==> src/rtl/booth_controller.sv <==
// Sequencing FSM for a radix-2 Booth multiplier.
// It drives load, clear, add, subtract and shift strobes to the multiplier
// datapath, counts WIDTH iterations, and pulses done for one cycle at the end.
// Every output is a flop loaded from a decode of the next state. This keeps the
// outputs Moore-style: there is no combinational path from start, q0 or qm1 to
// any output pin.
module booth_controller #(
  parameter int WIDTH = 6,
  parameter int CNT_W = 3
) (
  input  logic             clk,
  input  logic             rst,       // asynchronous, active-low
  input  logic             start,
  input  logic             q0,
  input  logic             qm1,
  output logic             ld_m,
  output logic             ld_q,
  output logic             clr_acc,
  output logic             add_en,
  output logic             sub_en,
  output logic             shift_en,
  output logic             busy,
  output logic             done,
  output logic [CNT_W-1:0] count
);

  typedef enum logic [2:0] {
    S_IDLE  = 3'd0,
    S_INIT  = 3'd1,
    S_CHECK = 3'd2,
    S_ARITH = 3'd3,
    S_SHIFT = 3'd4,
    S_DONE  = 3'd5
  } state_t;

  typedef enum logic [1:0] {
    OP_NONE = 2'd0,
    OP_ADD  = 2'd1,
    OP_SUB  = 2'd2
  } op_t;

  localparam logic [CNT_W-1:0] CNT_INIT = CNT_W'(WIDTH);
  localparam logic [CNT_W-1:0] CNT_ONE  = CNT_W'(1);

  state_t           state_q, state_d;
  op_t              op_q, op_d;
  logic [CNT_W-1:0] count_q, count_d;

  logic ld_m_q, ld_m_d;
  logic ld_q_q, ld_q_d;
  logic clr_acc_q, clr_acc_d;
  logic add_en_q, add_en_d;
  logic sub_en_q, sub_en_d;
  logic shift_en_q, shift_en_d;
  logic busy_q, busy_d;
  logic done_q, done_d;

  // Next-state, Booth-op and iteration-count logic.
  always_comb begin
    state_d = state_q;
    op_d    = op_q;
    count_d = count_q;
    unique case (state_q)
      S_IDLE: begin
        if (start) state_d = S_INIT;
      end
      S_INIT: begin
        count_d = CNT_INIT;
        op_d    = OP_NONE;
        state_d = S_CHECK;
      end
      S_CHECK: begin
        // The Booth pair {Q[0], Q[-1]} is sampled only here.
        unique case ({q0, qm1})
          2'b01:   op_d = OP_ADD;
          2'b10:   op_d = OP_SUB;
          default: op_d = OP_NONE;
        endcase
        state_d = (op_d == OP_NONE) ? S_SHIFT : S_ARITH;
      end
      S_ARITH: begin
        state_d = S_SHIFT;
      end
      S_SHIFT: begin
        // Saturate at zero. Treating count <= 1 as the last pass means a
        // corrupted count cannot hold the FSM in a loop forever.
        if (count_q != '0) count_d = count_q - CNT_ONE;
        state_d = (count_q <= CNT_ONE) ? S_DONE : S_CHECK;
      end
      S_DONE: begin
        count_d = '0;
        op_d    = OP_NONE;
        state_d = S_IDLE;
      end
      default: begin
        count_d = '0;
        op_d    = OP_NONE;
        state_d = S_IDLE;
      end
    endcase
  end

  // Decode the strobes from the next state, so the flopped strobes line up with state_q.
  always_comb begin
    ld_m_d     = (state_d == S_INIT);
    ld_q_d     = (state_d == S_INIT);
    clr_acc_d  = (state_d == S_INIT);
    add_en_d   = (state_d == S_ARITH) && (op_d == OP_ADD);
    sub_en_d   = (state_d == S_ARITH) && (op_d == OP_SUB);
    shift_en_d = (state_d == S_SHIFT);
    busy_d     = (state_d == S_INIT) || (state_d == S_CHECK) ||
                 (state_d == S_ARITH) || (state_d == S_SHIFT);
    done_d     = (state_d == S_DONE);
  end

  // State, op, count and output registers. Reset clears everything at once.
  always_ff @(posedge clk or negedge rst) begin
    if (!rst) begin
      state_q    <= S_IDLE;
      op_q       <= OP_NONE;
      count_q    <= '0;
      ld_m_q     <= 1'b0;
      ld_q_q     <= 1'b0;
      clr_acc_q  <= 1'b0;
      add_en_q   <= 1'b0;
      sub_en_q   <= 1'b0;
      shift_en_q <= 1'b0;
      busy_q     <= 1'b0;
      done_q     <= 1'b0;
    end else begin
      state_q    <= state_d;
      op_q       <= op_d;
      count_q    <= count_d;
      ld_m_q     <= ld_m_d;
      ld_q_q     <= ld_q_d;
      clr_acc_q  <= clr_acc_d;
      add_en_q   <= add_en_d;
      sub_en_q   <= sub_en_d;
      shift_en_q <= shift_en_d;
      busy_q     <= busy_d;
      done_q     <= done_d;
    end
  end

  assign ld_m     = ld_m_q;
  assign ld_q     = ld_q_q;
  assign clr_acc  = clr_acc_q;
  assign add_en   = add_en_q;
  assign sub_en   = sub_en_q;
  assign shift_en = shift_en_q;
  assign busy     = busy_q;
  assign done     = done_q;
  assign count    = count_q;

endmodule

==> config.mk <==
export PLATFORM = sky130hd
export DESIGN_NAME = booth_controller
export DESIGN_NICKNAME = d
export VERILOG_FILES = /design/src/rtl/booth_controller.sv
export SDC_FILE = /design/constraint.sdc
export NUM_CORES = 1
export LEC_CHECK = 0
export CORE_UTILIZATION = 50
export DETAILED_ROUTE_END_ITERATION = 7
export PLACE_DENSITY = 0.91
export SYNTH_ARGS = -nofsm -noshare
export SYNTH_HDL_FRONTEND = slang
export SYNTH_SLANG_ARGS = --single-unit
==> constraint.sdc <==
create_clock -name clk -period 2.2 [get_ports clk]
set_input_delay 0.22 -clock clk [delete_from_list [all_inputs] [get_ports clk]]
set_output_delay 0.22 -clock clk [all_outputs]
set_load 0.01 [all_outputs]
=== Word level (Yosys, flattened, before mapping) ===
Cells that the tools add are included.

* Flip-flop bits (word level): 14
* Input port bits: 5
* Output and inout port bits: 11
* Logic and storage cells: 46

* Add/sub/neg operators: 1
* $lt $le $gt $ge: 1
* Equal/unequal tests: 14
* Multiplexer cells: 9
* Bitwise gates (word level): 1
* Reduce and logical (&&, ||, !) cells: 11

{| class="wikitable"
|+ Operators with widths
! kind !! number
|-
| 3-bit case mux with 5 select lines || 1
|-
| 3-bit by 2-bit == test with 1-bit output, second input constant || 4
|-
| 3-bit two-way mux || 4
|-
| 3-bit == test, second input constant || 3
|-
| 3-bit case mux with 3 select lines || 1
|-
| 2-bit case mux with 2 select lines || 2
|-
| 3-bit by 1-bit == test with 1-bit output, second input constant || 2
|-
| 3-bit OR reduction || 2
|-
| 2-bit by 1-bit == test with 1-bit output, second input constant || 2
|-
| 2-bit == test, second input constant || 2
|-
| 3-bit by 1-bit <= comparator with 1-bit output, second input constant || 1
|-
| 3-bit logical NOT || 1
|-
| 1-bit logical OR || 3
|-
| 3-bit nonzero test || 1
|-
| 3-bit by 1-bit subtractor with 3-bit output, second input constant || 1
|-
| 1-bit logical AND || 2
|-
| 2-bit logical NOT || 1
|-
| 2-bit two-way mux || 1
|-
| 2-bit inequality test, second input constant || 1
|-
| 2-bit AND reduction || 1
|-
| 1-bit inverter || 1
|}

=== Longest topological paths before layout ===
Gate-level depths: netlist (run 1).

* Word-level depth: 10
* Depth in mapped cells: 6

=== Least setup slack after synthesis (run 1) ===
OpenSTA, ideal clock, no wires.

* Kind: reg2reg
* From: reg count_q[1], in the netlist count[1]
* To: reg count_q[2], in the netlist count[2]
* Library setup time: 0.082 ns
* Arrival: 1.284 ns
* Required time: 2.118 ns
* Setup slack: 0.834 ns
* Cell stages (with the launch flop): 7
* Buffers on the path: 0
* Period minus slack after synthesis: 1.366 ns
* Cell sequence: dfrtp_1 -> inv_1 -> ha_1 -> ha_1 -> nand2b_1 -> a2bb2oi_1 -> o22ai_1

* Cells in the longest elaborated chain, start to end: 3

{| class="wikitable"
|+ RTL lines
! what !! line !! text
|-
| from (decl) || 47 || <nowiki>logic [CNT_W-1:0] count_q, count_d;</nowiki>
|-
| from (signal assigned) || 133 || <nowiki>count_q <= count_d;</nowiki>
|-
| 3-bit by 1-bit subtractor with 3-bit output or 3-bit nonzero test (tied branches) || 87 || <nowiki>if (count_q != '0) count_d = count_q - CNT_ONE;</nowiki>
|-
| 3-bit two-way mux or 2-bit inequality test (tied branches) || - ||
|-
| 3-bit case mux with 3 select lines or 2-bit AND reduction (tied branches) || - ||
|}

Parallel ways exist; a longest one is shown, timed or not. The select of a mux whose other input is x is not followed.
A chain may end at the register's enable or synchronous reset.

=== Worst setup path in the final report (run 1) ===
* From: reg count_q[2], in the netlist count[2]
* To: out count[2]

{| class="wikitable"
|+ RTL lines
! what !! line !! text
|-
| to (decl) || 24 || <nowiki>output logic [CNT_W-1:0] count</nowiki>
|}

No word-level cell between the ends.

==> impl_metrics.json, run 1 <==
{
  "wirelength_um": 1230,
  "post_cts_resize_count": 0,
  "cp-end-kind": "output pin",
  "cts_tree": "built",
  "place_area_um2": 803,
  "num_vias": 506,
  "cp_cell_sequence": "clkdlybuf4s50_1",
  "synthAdderAreaFrac": 0.0750,
  "holdCritPathClass": "input pin to async pin",
  "fin_crit_ns": 1.53,
  "grt_util_all_layers": 0.201,
  "grt_start_max_net_pins": 14,
  "die_w_um": 38.5,
  "ant_nets": 0,
  "n_antenna_cell": 0,
  "synth.area.mux_share": 0.0150,
  "post-route-cell-area_um2": 830,
  "cp.depth": 1,
  "worstPathMaxFanout": 6,
  "routedWlPerCell_um": 13.5,
  "start_util": 0.569,
  "met3WireLength_um": 53,
  "layout_setup_ws_ns": 0.674,
  "critPathTopFamily": "buffers and inverters",
  "synth-simple-area-share": 0.182,
  "grt_pass1_vias": 465,
  "finalWeightedCongestion": 0.790,
  "ys_ff_latch": 13,
  "synth_top_family_by_area": "simple AND/OR/NAND/NOR gates",
  "setup.worst_path.start_class": "flop",
  "grt_pass1_wl_um": 1990,
  "max_freq_ghz": 0.655,
  "drive_gt1_frac": 0.130,
  "synth_flop_cell": "dfrtp_1",
  "rsz0062_at_grt": "no",
  "p_per_area_mw_per_mm2": 1350,
  "slowest_delay_ns": 0.59,
  "drt-met1-wl_um": 574,
  "p_leak_nw": 0.384,
  "post_cts_buffers": 0,
  "r2r_start": "count[1]",
  "whs_ns": 0.292,
  "syn_inst": 62,
  "clkTransAtPathRegs_ns": 0.08,
  "synth-xor-area-share": 0,
  "antenna_found_initial": 0,
  "port_buffers": 15,
  "synth_edf_count": 0,
  "highest_layer": "met4",
  "multi_input_area_um2": 288,
  "synth.avg_cell_area_um2": 10.8,
  "cp.arrival_ns": 1.31,
  "ys_warn_count": 0,
  "finish.utilization": 0.708,
  "hold_buffers": 0,
  "synth.top_cell.area_share": 0.488,
  "overflow": 0,
  "cts_max_level": 1,
  "finalSetupViolCount": 0,
  "p_total_mw": 1.12,
  "clockBufferDepth": 2,
  "num_rows": 12,
  "n_fill_cell": 92,
  "stdcell_count": 91,
  "vias_per_cell": 5.56,
  "synthTopCellsByArea": "dfrtp_1, ha_1, a2bb2oi_1",
  "synth_compound_area_frac": 0.159,
  "drc": 0,
  "cp_slowest_cell": "clkdlybuf4s50_1",
  "yosys.area.top_type": "dfrtp_1",
  "netlist_area_um2": 667,
  "slew_headroom": 0.629,
  "drt-initial-drc-count": 10,
  "die_area_mm2": 0.00148,
  "synth_cell_types": 28,
  "ys_top_cells_by_count": "dfrtp_1, inv_1, nor2_1, ha_1, o22ai_1",
  "syn_nets": 71,
  "post-synth-top-count-cell": "dfrtp_1",
  "r2r_cells": 6,
  "fin_setup_tns_ns": 0,
  "dp.cells": 87,
  "core_area_mm2": 0.00117,
  "dieHeight_um": 38.5,
  "regArea_um2": 325,
  "critPathLaunch": "count[2]",
  "cap_violations": 0,
  "synth-seq-area-share": 0.488,
  "place.detailed.hpwl_um": 930,
  "met2_length_um": 577,
  "clock-sinks": 13,
  "pre_cts_slack_ns": 0.578,
  "finClkSkew_ns": 0.0107,
  "dr.pass1.iters": 3,
  "worstPathRequired_ns": 1.98,
  "crit_buf_inv": 1,
  "clock-root-buffer": "clkbuf_4",
  "status": "finished clean",
  "areaGrowthSynthToFinish_pct": 24.4,
  "nets": 87,
  "cts_buffers": 3,
  "pin_count": 16,
  "ir_drop_mv": 0.737,
  "max_slew.worst_pin.slew_ns": 0.555,
  "critPathKind": "flop to output pin",
  "finalHoldViolCount": 0,
  "synthArstFlopShare": 1.00,
  "slew_violations": 0,
  "clk_latency_ns": 0.28,
  "period_share": 0.694
}
area by class of cell:
class                           count  area share
Clock buffer                        4      0.0317
Tap cell                           14      0.0211
Inverter                            6      0.0271
Timing Repair Buffer               15       0.181
Multi-Input combinational cell     39       0.347
Sequential cell                    13       0.392
metal layers:
metal	GRT usage	vias to the layer above
li1	-	243
met1	0.241	244
met2	0.329	14
met5	0	-
met3	0.0523	5
met4	0.103	0
where the power goes:
part | internal (mW) | switching [mW] | leakage, nW
registers | 0.322 | 0.114 | 0.167
logic | 0.300 | 0.234 | 0.202
clock network | 0.0704 | 0.0757 | 0.0150
total | 0.692 | 0.423 | 0.384
cells in the final DEF (no fill, tap or decap):
master	synthesis	routed
clkdlybuf4s50_1	0	15
dfrtp_1	13	13
inv_1	6	6
nor2_1	5	5
o22ai_1	4	4
ha_1	4	4
nand2b_1	3	3
a2bb2oi_1	3	3
clkbuf_4	0	3
a21oi_1	2	2
nor3_1	2	2
a21o_1	1	1
nand3b_1	1	1
nor2_2	1	1
nand2_1	1	1
nor2b_2	1	1
nand2b_2	1	1
a31o_2	1	1
mux2i_1	1	1
a2bb2oi_2	1	1
nor3b_2	1	1
or2_1	1	1
nor3b_1	1	1
o21ai_1	1	1
o31a_1	1	1
and3_1	1	1
or2_2	1	1
clkbuf_1	0	1
state kept, by name, indices dropped and copies added (netlist names):
name      cells
count         3
state_q       3
add_en        1
busy          1
clr_acc       1
done          1
op_q          1
shift_en      1
sub_en        1
path summary, 6_finish.rpt:
path,end,slack (ns)
max,count[2],0.67
min,op_q[1],0.29
max reg2reg,count[2],0.70
max in group asynchronous,done,1.53
min reg2reg,op_q[1],0.54
min in group clk,op_q[1],0.54
kinds of logic after synthesis:
logic type,count (synthesis)
compound gates,14
buf+inv,10
simple gates,20
flops,13
mux,1
fa+ha+maj,4
Note: power is estimated with default switching activity, not from simulation.
==> run 2: changes to the inputs <==
--- a/config.mk
+++ b/config.mk
@@ -5,9 +5,9 @@
 export SDC_FILE = /design/constraint.sdc
 export NUM_CORES = 1
 export LEC_CHECK = 0
-export CORE_UTILIZATION = 50
+export CORE_UTILIZATION = 46
 export DETAILED_ROUTE_END_ITERATION = 7
-export PLACE_DENSITY = 0.91
+export PLACE_DENSITY = 0.86
 export SYNTH_ARGS = -nofsm -noshare
 export SYNTH_HDL_FRONTEND = slang
 export SYNTH_SLANG_ARGS = --single-unit
==> constraint.sdc (replaced) <==
create_clock -name clk -period 1.5 [get_ports clk]
set_input_delay 0.15 -clock clk [delete_from_list [all_inputs] [get_ports clk]]
set_output_delay 0.15 -clock clk [all_outputs]
set_load 0.01 [all_outputs]
==> impl_metrics.json, run 2 (synthesized netlist as in run 1, its figures left out) <==
{
  "pwr-share-clk": 0.126,
  "core_area_mm2": 0.00132,
  "critPathKind": "flop to output pin",
  "slew_headroom": 0.627,
  "p_per_area_mw_per_mm2": 1960,
  "pre_cts_slack_ns": -0.0288,
  "cts_max_level": 1,
  "die_area_mm2": 0.00161,
  "cp_cell_sequence": "buf_4 -> clkdlybuf4s50_1",
  "slowest_delay_ns": 0.53,
  "antenna_found_initial": 0,
  "layout_setup_ws_ns": 0.0643,
  "die_w_um": 40.1,
  "pin_count": 16,
  "n_antenna_cell": 0,
  "drt-initial-drc-count": 5,
  "status": "finished clean",
  "grt_pass1_wl_um": 1770,
  "slew_violations": 0,
  "drive_gt1_frac": 0.165,
  "seqPwrFrac": 0.349,
  "finClkSkew_ns": 0.00155,
  "max_freq_ghz": 0.697,
  "post_cts_resize_count": 0,
  "cp-end-kind": "output pin",
  "grt_pass1_vias": 405,
  "cap_violations": 0,
  "overflow": 0,
  "fin_crit_ns": 1.44,
  "num_vias": 497,
  "cp_slowest_cell": "clkdlybuf4s50_1",
  "finalWeightedCongestion": 0.835,
  "post_cts_buffers": 0,
  "dr.pass1.iters": 4,
  "num_rows": 13,
  "setup.worst_path.start_class": "flop",
  "vias_per_cell": 5.29,
  "cp.arrival_ns": 1.29,
  "dieHeight_um": 40.1,
  "period_share": 0.957,
  "p_sw_frac": 0.367,
  "finalHoldViolCount": 0,
  "p_leak_nw": 0.392,
  "layout_commonest_cell": "clkdlybuf4s50_1",
  "top_regs": "count x3, state_q x3",
  "n_fill_cell": 99,
  "clk_latency_ns": 0.27,
  "combPwrFrac": 0.525,
  "routedWlPerCell_um": 12.1,
  "holdCritPathClass": "input pin to async pin",
  "clkTransAtPathRegs_ns": 0.07,
  "grt_start_max_net_pins": 14,
  "whs_ns": 0.235,
  "nets": 89,
  "ant_nets": 0,
  "ir_drop_mv": 1.02,
  "clockBufferDepth": 2,
  "port_buffers": 15,
  "max_slew.worst_pin.slew_ns": 0.558,
  "p_int_mw": 1.05,
  "layout.cells.most_common_list": "clkdlybuf4s50_1, dfrtp_1, inv_1",
  "grt_util_all_layers": 0.175,
  "start_util": 0.506,
  "drc": 0,
  "finalSetupViolCount": 0,
  "hold_buffers": 0,
  "clock-sinks": 13,
  "rrSetupSlack_ns": 0.15,
  "worstPathMaxFanout": 5,
  "areaGrowthSynthToFinish_pct": 27.2,
  "clock-root-buffer": "clkbuf_4",
  "cts_tree": "built",
  "cts_buffers": 3,
  "worstPathRequired_ns": 1.35,
  "p_sw_mw": 0.611,
  "place.detailed.hpwl_um": 894,
  "wirelength_um": 1140,
  "rsz0062_at_grt": "no"
}
run 2: changes by cell type in the layout (fill, tap and decap cells not counted):
| cell | delta |
|---|---|
| ha_2 | +1 |
| buf_4 | +2 |
| ha_1 | -1 |
run 2: worst max-delay path, delay by kind of cell (launching register included):
family,cells,cell delay (ns)
buffers and inverters,2,0.66
flip-flops,1,0.35
run 2: power by group through the flow:
stage | registers, mW | logic, mW | clock network [mW]
CTS | 0.579 | 0.870 | 0.223
detailed placement | 0.585 | 0.867 | 0
floorplan | 0.610 | 0.556 | 0
global route | 0.603 | 0.955 | 0.242
global placement | 0.580 | 0.840 | 0
finish | 0.581 | 0.873 | 0.210
run 2: final timing paths:
kind / start / endpoint / depth (start not counted)
worst min register to register: count[2] / done / 1
worst min-delay path: rst / op_q[1] / 1
max in group asynchronous: rst / state_q[2] / 1
worst max register to register: count[0] / count[1] / 6
min in group clk: start / clr_acc / 2
worst max-delay path: count[1] / count[1] / 2
run 2: through the flow:
| step | total power, mW | setup TNS (ns) | cells | cell area [µm²] | utilization |
|---|---|---|---|---|---|
| after CTS | 1.67 | 0 | 94 | 846 | 0.642 |
| after global placement | 1.42 | 0 | 90 | 820 | 0.622 |
| after global routing | 1.80 | 0 | 94 | 848 | 0.644 |
| final | 1.66 | 0 | 94 | 848 | 0.644 |
| after floorplan | 1.17 | 0 | 62 | 667 | - |
| after detailed placement | 1.45 | -0.0451 | 90 | 820 | 0.622 |
run 2: final cells by class:
cell class | instances | area (µm²) | share of cell area
Clock buffer | 4 | 26.3 | 0.0310
Inverter | 6 | 22.5 | 0.0265
Multi-Input combinational cell | 39 | 290 | 0.342
Sequential cell | 13 | 325 | 0.383
Tap cell | 15 | 18.8 | 0.0221
Timing Repair Buffer | 17 | 165 | 0.195
run 2: layer usage:
layer | GRT usage | part of all wire | vias to the layer above
li1 | - | - | 245
met1 | 0.211 | 0.45 | 233
met2 | 0.266 | 0.47 | 15
met3 | 0.0833 | 0.058 | 4
met4 | 0.0690 | 0.026 | 0
met5 | 0 | 0 | -
